--- config.mk ---
export PLATFORM = sky130hd
export DESIGN_NAME = mem_arbiter
export DESIGN_NICKNAME = d
export VERILOG_FILES = /design/src/rtl/cpmath_mem_pkg.sv /design/src/rtl/mem_rr_arbiter.sv /design/src/rtl/mem_arbiter.sv
export SDC_FILE = /design/constraint.sdc
export NUM_CORES = 1
export LEC_CHECK = 0
export CAP_MARGIN = 20
export CORE_MARGIN = 1
export CORE_UTILIZATION = 36
export DETAILED_ROUTE_END_ITERATION = 12
export PLACE_DENSITY = 0.82
export RECOVER_POWER = 100
export SLEW_MARGIN = 20
export SYNTH_ARGS = -nofsm -noshare
export SYNTH_HDL_FRONTEND = slang
export SYNTH_SLANG_ARGS = --single-unit
--- constraint.sdc ---
create_clock -name clk -period 4.3 [get_ports clk]
set_clock_uncertainty 0.1 [all_clocks]
set_input_delay 0.645 -clock clk [delete_from_list [all_inputs] [get_ports clk]]
set_output_delay 0.645 -clock clk [all_outputs]
set_load 0.03 [all_outputs]
--- src/rtl/cpmath_mem_pkg.sv ---
// rtl/cpmath_mem_pkg.sv - shared types and constants for the memory arbiter
package cpmath_mem_pkg;

  typedef enum logic [1:0] {
    IDLE   = 2'd0,
    SETUP  = 2'd1,
    STROBE = 2'd2,
    DONE   = 2'd3
  } state_t;

  // Grant IDs double as bit positions in the one-hot grant vector
  localparam logic GNT_IF = 1'b0;
  localparam logic GNT_D  = 1'b1;

  localparam int DEPTH_DEFAULT = 200;

endpackage

--- src/rtl/mem_rr_arbiter.sv ---
// rtl/mem_rr_arbiter.sv - two-way round-robin between fetch and data ports
module mem_rr_arbiter
  import cpmath_mem_pkg::*;
(
  input  logic       if_req,
  input  logic       d_req,
  input  logic       last_grant,
  output logic [1:0] grant
);

  // On a tie the port that did not win last time is granted
  always_comb begin
    grant = 2'b00;
    if (if_req && d_req) begin
      grant = (last_grant == GNT_IF) ? 2'b10 : 2'b01;
    end else if (d_req) begin
      grant = 2'b10;
    end else if (if_req) begin
      grant = 2'b01;
    end
  end

endmodule

--- src/rtl/mem_arbiter.sv ---
// rtl/mem_arbiter.sv - sequences strobed word memory accesses for fetch and data ports
module mem_arbiter
  import cpmath_mem_pkg::*;
#(
  parameter int DEPTH = DEPTH_DEFAULT,
  parameter int AW    = 32,
  parameter int DW    = 32
) (
  input  logic          clk,
  input  logic          reset,
  input  logic          ifReq,
  input  logic [AW-1:0] ifAdress,
  output logic          ifAck,
  output logic [DW-1:0] ifData,
  input  logic          dReq,
  input  logic          dWrite,
  input  logic [AW-1:0] dAdress,
  input  logic [DW-1:0] dWData,
  output logic          dAck,
  output logic [DW-1:0] dRData,
  output logic          dErr,
  output logic          ifErr,
  output logic [AW-1:0] memAdress,
  output logic [DW-1:0] memData,
  input  logic [DW-1:0] memOut,
  output logic          memRead,
  output logic          memWrite,
  output logic          busy
);

  localparam logic [AW-1:0] DEPTH_LIM = AW'(DEPTH);

  state_t        state;
  state_t        next_state;
  logic          last_grant;
  logic          win;
  logic          lat_write;
  logic [1:0]    grant;
  logic          any_grant;
  logic [AW-1:0] sel_addr;
  logic          sel_oor;

  mem_rr_arbiter u_rr (
    .if_req     (ifReq),
    .d_req      (dReq),
    .last_grant (last_grant),
    .grant      (grant)
  );

  assign any_grant = |grant;
  assign sel_addr  = grant[GNT_D] ? dAdress : ifAdress;
  assign sel_oor   = (sel_addr >= DEPTH_LIM);
  assign busy      = (state != IDLE);

  always_comb begin
    next_state = state;
    case (state)
      IDLE:    if (any_grant) next_state = sel_oor ? DONE : SETUP;
      SETUP:   next_state = STROBE;
      STROBE:  next_state = DONE;
      DONE:    next_state = IDLE;
      default: next_state = IDLE;
    endcase
  end

  // Acks, strobes and read data are all registered so they appear on
  // the cycle of the state they belong to (strobe in STROBE, ack in DONE)
  always_ff @(posedge clk or posedge reset) begin
    if (reset) begin
      state      <= IDLE;
      last_grant <= GNT_IF;
      win        <= GNT_IF;
      lat_write  <= 1'b0;
      ifAck      <= 1'b0;
      dAck       <= 1'b0;
      ifErr      <= 1'b0;
      dErr       <= 1'b0;
      ifData     <= '0;
      dRData     <= '0;
      memAdress  <= '0;
      memData    <= '0;
      memRead    <= 1'b0;
      memWrite   <= 1'b0;
    end else begin
      state    <= next_state;
      ifAck    <= 1'b0;
      dAck     <= 1'b0;
      ifErr    <= 1'b0;
      dErr     <= 1'b0;
      memRead  <= 1'b0;
      memWrite <= 1'b0;
      case (state)
        IDLE: begin
          if (any_grant) begin
            win        <= grant[GNT_D] ? GNT_D : GNT_IF;
            last_grant <= grant[GNT_D] ? GNT_D : GNT_IF;
            lat_write  <= grant[GNT_D] & dWrite;
            if (sel_oor) begin
              // Rejected: acknowledge at once, memory bus untouched
              if (grant[GNT_D]) begin
                dAck <= 1'b1;
                dErr <= 1'b1;
              end else begin
                ifAck <= 1'b1;
                ifErr <= 1'b1;
              end
            end else begin
              memAdress <= sel_addr;
              if (grant[GNT_D]) memData <= dWData;
            end
          end
        end
        SETUP: begin
          memWrite <= lat_write;
          memRead  <= ~lat_write;
        end
        STROBE: begin
          if (win == GNT_D) begin
            dAck <= 1'b1;
            if (!lat_write) dRData <= memOut;
          end else begin
            ifAck  <= 1'b1;
            ifData <= memOut;
          end
        end
        default: ;
      endcase
    end
  end

endmodule

After elaboration in Yosys (flattened, before gate mapping). Index checks and enable logic that the tools add are counted.

Register bits after elaboration: 138. Bits of input ports: 133. Word-level logic and storage cells: 53.

$lt $le $gt $ge: 1. Equal/unequal tests: 4. Muxes and demuxes: 22. Bitwise operators: 4. Reduce and logical (&&, ||, !) cells: 9.

Operators by type and width (number): $ge A32 B8 Y1 const B (1); $mux W32 (1); $mux W1 (13); $mux W2 (5); $pmux W2 S4 (1); $reduce_and A3 Y1 (2); $eq A2 B2 Y1 const B (2); $pmux W1 S2 (2); $reduce_and A2 Y1 (2); $reduce_and A4 Y1 (1); $not A1 Y1 (3); $eq A2 B1 Y1 const B (1); $logic_not A2 Y1 (1); $ne A2 B2 Y1 const B (1); $reduce_bool A2 Y1 (1); $reduce_or A2 Y1 (1); $and A1 B1 Y1 (1); $logic_and A1 B1 Y1 (1).

Longest topological paths before layout.
Depth in word-level cells: 8. Depth in mapped cells: 8. Depth with buffers taken out: 6.

Hierarchy. From an unflattened synthesis, not the netlist that was laid out.

Cells, all modules: 355. Area, all modules: 5465.2 um^2.

Modules (own cells, without submodules): mem_arbiter (times used 1, cells each 352, area each 5446.5 um^2, sequential area each 3453.3 um^2); mem_rr_arbiter (times used 1, cells each 3, area each 18.8 um^2, sequential area each 0.0 um^2).

Worst setup path before layout. OpenSTA, ideal clock, no wires.

Path kind: input -> register. From: input dAdress[21]. To: register memData[0]. Data arrival time: 1.919 ns. Setup slack: 2.156 ns. Cell stages on the path: 5. Path through: nor4_1 -> nand4_1 -> nor3_4 -> buf_4 -> mux2_2.

Cells in the longest elaborated chain, start to end: 4.

Ends and longest elaborated chain: start, declared (RTL line mem_arbiter.sv:17) `input logic [AW-1:0] dAdress,`; $mux W32 (RTL line mem_arbiter.sv:51) `assign sel_addr = grant[GNT_D] ? dAdress : ifAdress;`; $ge A32 B8 Y1 (RTL line mem_arbiter.sv:52) `assign sel_oor = (sel_addr >= DEPTH_LIM);`; $not A1 Y1 (no line); $reduce_and A4 Y1 (no line); end signal, assigned (RTL line mem_arbiter.sv:109) `if (grant[GNT_D]) memData <= dWData;`; end, declared (RTL line mem_arbiter.sv:24) `output logic [DW-1:0] memData,`.

Every way passes these cells. A chain may end at the register's enable or synchronous reset.

Worst setup path after layout.
From: input ifReq. To: register memAdress[6].

Cells in the longest elaborated chain, start to end: 6.

Ends and longest elaborated chain: start, declared (RTL line mem_arbiter.sv:11) `input logic ifReq,`; $logic_and A1 B1 Y1 (RTL line mem_rr_arbiter.sv:14) `if (if_req && d_req) begin`; $mux W2 * (RTL line mem_rr_arbiter.sv:14); $mux W32 (RTL line mem_arbiter.sv:51); $ge A32 B8 Y1 (RTL line mem_arbiter.sv:52); $not A1 Y1 (no line); $reduce_and A3 Y1 (no line); end signal, assigned (RTL line mem_arbiter.sv:108) `memAdress <= sel_addr;`; end, declared (RTL line mem_arbiter.sv:23) `output logic [AW-1:0] memAdress,`.

Every way passes the cells marked *; elsewhere a longest branch is shown, timed or not.

==> impl_metrics.env <==
export IMPL_drtIter0Drc=186
export IMPL_via_per_inst=4.713
export IMPL_cts_buffers=17
export IMPL_vias=3827
export IMPL_num_nets_final=755
export IMPL_grt_use_total=0.1899
export IMPL_cts_max_path_buffers=2
export IMPL_antenna_found_initial=0
export IMPL_gp_congestion=0.9891
export IMPL_area_growth_pct=65.44
export IMPL_arrival_ns=3.28
export IMPL_grt_pass1_wl_mm=21.45
export IMPL_setup_tns_ns=0
export IMPL_status="finished with violations"
export IMPL_hpwl_mm=10.57
export IMPL_finalCritPeriodShare=0.7186
export IMPL_grt_pass1_vias=4199
export IMPL_async_reset_ff_frac=1.000
export IMPL_fill_cells=1088
export IMPL_start_util=0.3748
export IMPL_syn_nets=478
export IMPL_netlist_area_sq_um=5304
export IMPL_p_leak_nw=4.059
export IMPL_cts_tree="yes"
export IMPL_fin_hold_ws_ns=0.3770
export IMPL_ant_nets=0
export IMPL_ys_seq_area_frac=0.6511
export IMPL_cpPeakStageDelay_ns=0.91
export IMPL_finalPower_mw=5.496
export IMPL_cp_max_fo=32
export IMPL_vdd_drop_max_uv=440.4
export IMPL_startpoint_type="input pin"
export IMPL_avgRoutedWirePerCell_microns=17.22
export IMPL_io_buffers=267
export IMPL_synth_cell_type_count=29
export IMPL_clk_pin_slew_ns=0.06
export IMPL_min_delay_start="memAdress[21]"
export IMPL_relSlewSlack=-0.2892
export IMPL_finalCriticalPeriod_ns=3.090
export IMPL_violations="max-capacitance violations, max-slew violations"
export IMPL_cts_sinks=138
export IMPL_antenna_diode_count=0
export IMPL_ys_flop_type="dfrtp_1"
export IMPL_cts_max_level=4
export IMPL_r2r_slack_ns=1.42
export IMPL_grt_max_degree=72
export IMPL_syn_mean_instance_area_sq_um=15.51
export IMPL_cap_violations=4
export IMPL_report_final_setup_viol=0
export IMPL_first_pass_iters=4
export IMPL_critPathCapture="memAdress[6]"
export IMPL_final_cell_mix="138 x dfrtp_1, 138 x dlygate4sd3_1, 129 x clkdlybuf4s50_1"
export IMPL_dieArea_sq_um=15220
export IMPL_final_area_sq_um=8775
export IMPL_power_density_nw_per_um2=626.4
export IMPL_ios=268
export IMPL_crit_start="ifReq"
export IMPL_wl_mm=13.98
export IMPL_crit_chain="dlygate4sd3_1, o21ai_0, nor2_1, a21oi_2, clkbuf_1, mux2_2"
export IMPL_instances_no_fill=812
export IMPL_drv_slew=207
export IMPL_worstHoldPathType="reg2reg"
export IMPL_hold_viol_final=0
export IMPL_cts_resized=0
export IMPL_synth_edf_count=0
export IMPL_synthCells=342
export IMPL_path_class="in2reg"
export IMPL_r2r_start="state[0]"
export IMPL_grt_ovfl_total=0
export IMPL_end_kind="flop"
export IMPL_ys_seq_elements=138
export IMPL_post_cts_buffers=0
export IMPL_coreArea_sq_um=14150
export IMPL_rsz0062_at_grt="false"
export IMPL_drive_gt1_frac=0.2326
export IMPL_reg2reg_to="dRData[19]"
export IMPL_max_freq_mhz=323.6
export IMPL_cp_required_ns=4.49
export IMPL_die_w_microns=123.4
export IMPL_drc=0
export IMPL_postCtsHoldBufs=0
export IMPL_reg2reg_depth=5
export IMPL_crit_path_top_delay_cell="clkbuf_1"
export IMPL_placedInstanceArea_sq_um=8183
export IMPL_die_h_microns=123.4
export IMPL_yosysWarnings=0
export IMPL_worstMarginPinSlew_ns=1.934
export IMPL_clk_latency_ns=0.41
export IMPL_row_count=43
export IMPL_cts_root_buf="clkbuf_16"
export IMPL_dp_cells=780
-- per-layer routing --
metal  global-route usage  vias up  routed length, microns
li1                     -     1762                       -
met5                    0        -                       0
met4              0.08735        0                     307
met1               0.2136     1887                    5514
met3              0.07334       26                    1103
met2               0.3170      152                    7055
-- through the flow --
step | setup WS, ns | util
after floorplan | 1.834 | -
after global placement | 1.423 | 0.5783
after detailed placement | 1.328 | 0.5783
after CTS | 1.515 | 0.6238
after global routing | 1.032 | 0.6201
final | 1.210 | 0.6201
-- state kept, by name, indices dropped and copies added (netlist names) --
signal and cells:
dRData 32, ifData 32, memAdress 32, memData 32
state 2, dAck 1, dErr 1, ifAck 1
ifErr 1, lat_write 1, memRead 1, memWrite 1
win 1
-- logic make-up after synthesis --
| family | share of synthesized area |
|---|---|
| AOI/OAI and AO/OA | 0.01416 |
| adders and majority gates | 0.007078 |
| buffers and inverters | 0.01769 |
| DFF | 0.6511 |
| muxes | 0.2442 |
| and+or+nand+nor | 0.06582 |
-- cells in the mapped netlist (2+ instances only) --
cell,number,area [sq um]
nor2b_1,2,12.51
nor4_1,12,75.07
nor2_1,5,18.77
buf_1,2,7.510
mux2_2,107,1205
buf_4,3,22.52
and2_1,25,156.4
ha_1,3,37.54
mux2_4,6,90.09
a21oi_1,2,10.01
nand4_1,2,12.51
nor3_1,2,10.01
nand3_1,3,15.01
o311ai_0,2,17.52
inv_1,5,18.77
clkbuf_1,9,33.78
dfrtp_1,138,3453
nand2_1,3,11.26
-- worst max-delay path, delay by kind of cell --
| family | cells | cell delay, ns |
|---|---|---|
| compound gates | 2 | 0.59 |
| mux | 1 | 0.42 |
| simple gates | 1 | 0.11 |
| buf+inv | 2 | 1.52 |
-- worst min path at each step --
stage,slack [ns],endpoint,cells past startpoint
after global routing,0.40,memAdress[19],1
after CTS,0.39,memAdress[19],1
final,0.38,memAdress[21],1
after global placement,0.37,memAdress[9],1
after detailed placement,0.37,memAdress[22],1
after floorplan,0.33,memRead,1
-- report_power, final --
part           total, mW  switching, mW  internal, mW
Sequential          1.83          0.172          1.65
Combinational       2.12           1.17         0.956
Clock               1.55          0.541          1.00
Total               5.50           1.88          3.62
-- layout make-up --
class,count,area (sq um),share of cell area
Sequential cell,138,3453,0.3936
Timing Repair Buffer,273,2705,0.3083
Multi-Input combinational cell,184,1725,0.1966
Clock buffer,19,452.9,0.05162
Tap cell,180,225.2,0.02567
Clock inverter,13,190.2,0.02167
Inverter,5,22.52,0.002567
(Power assumes the default switching activity.)
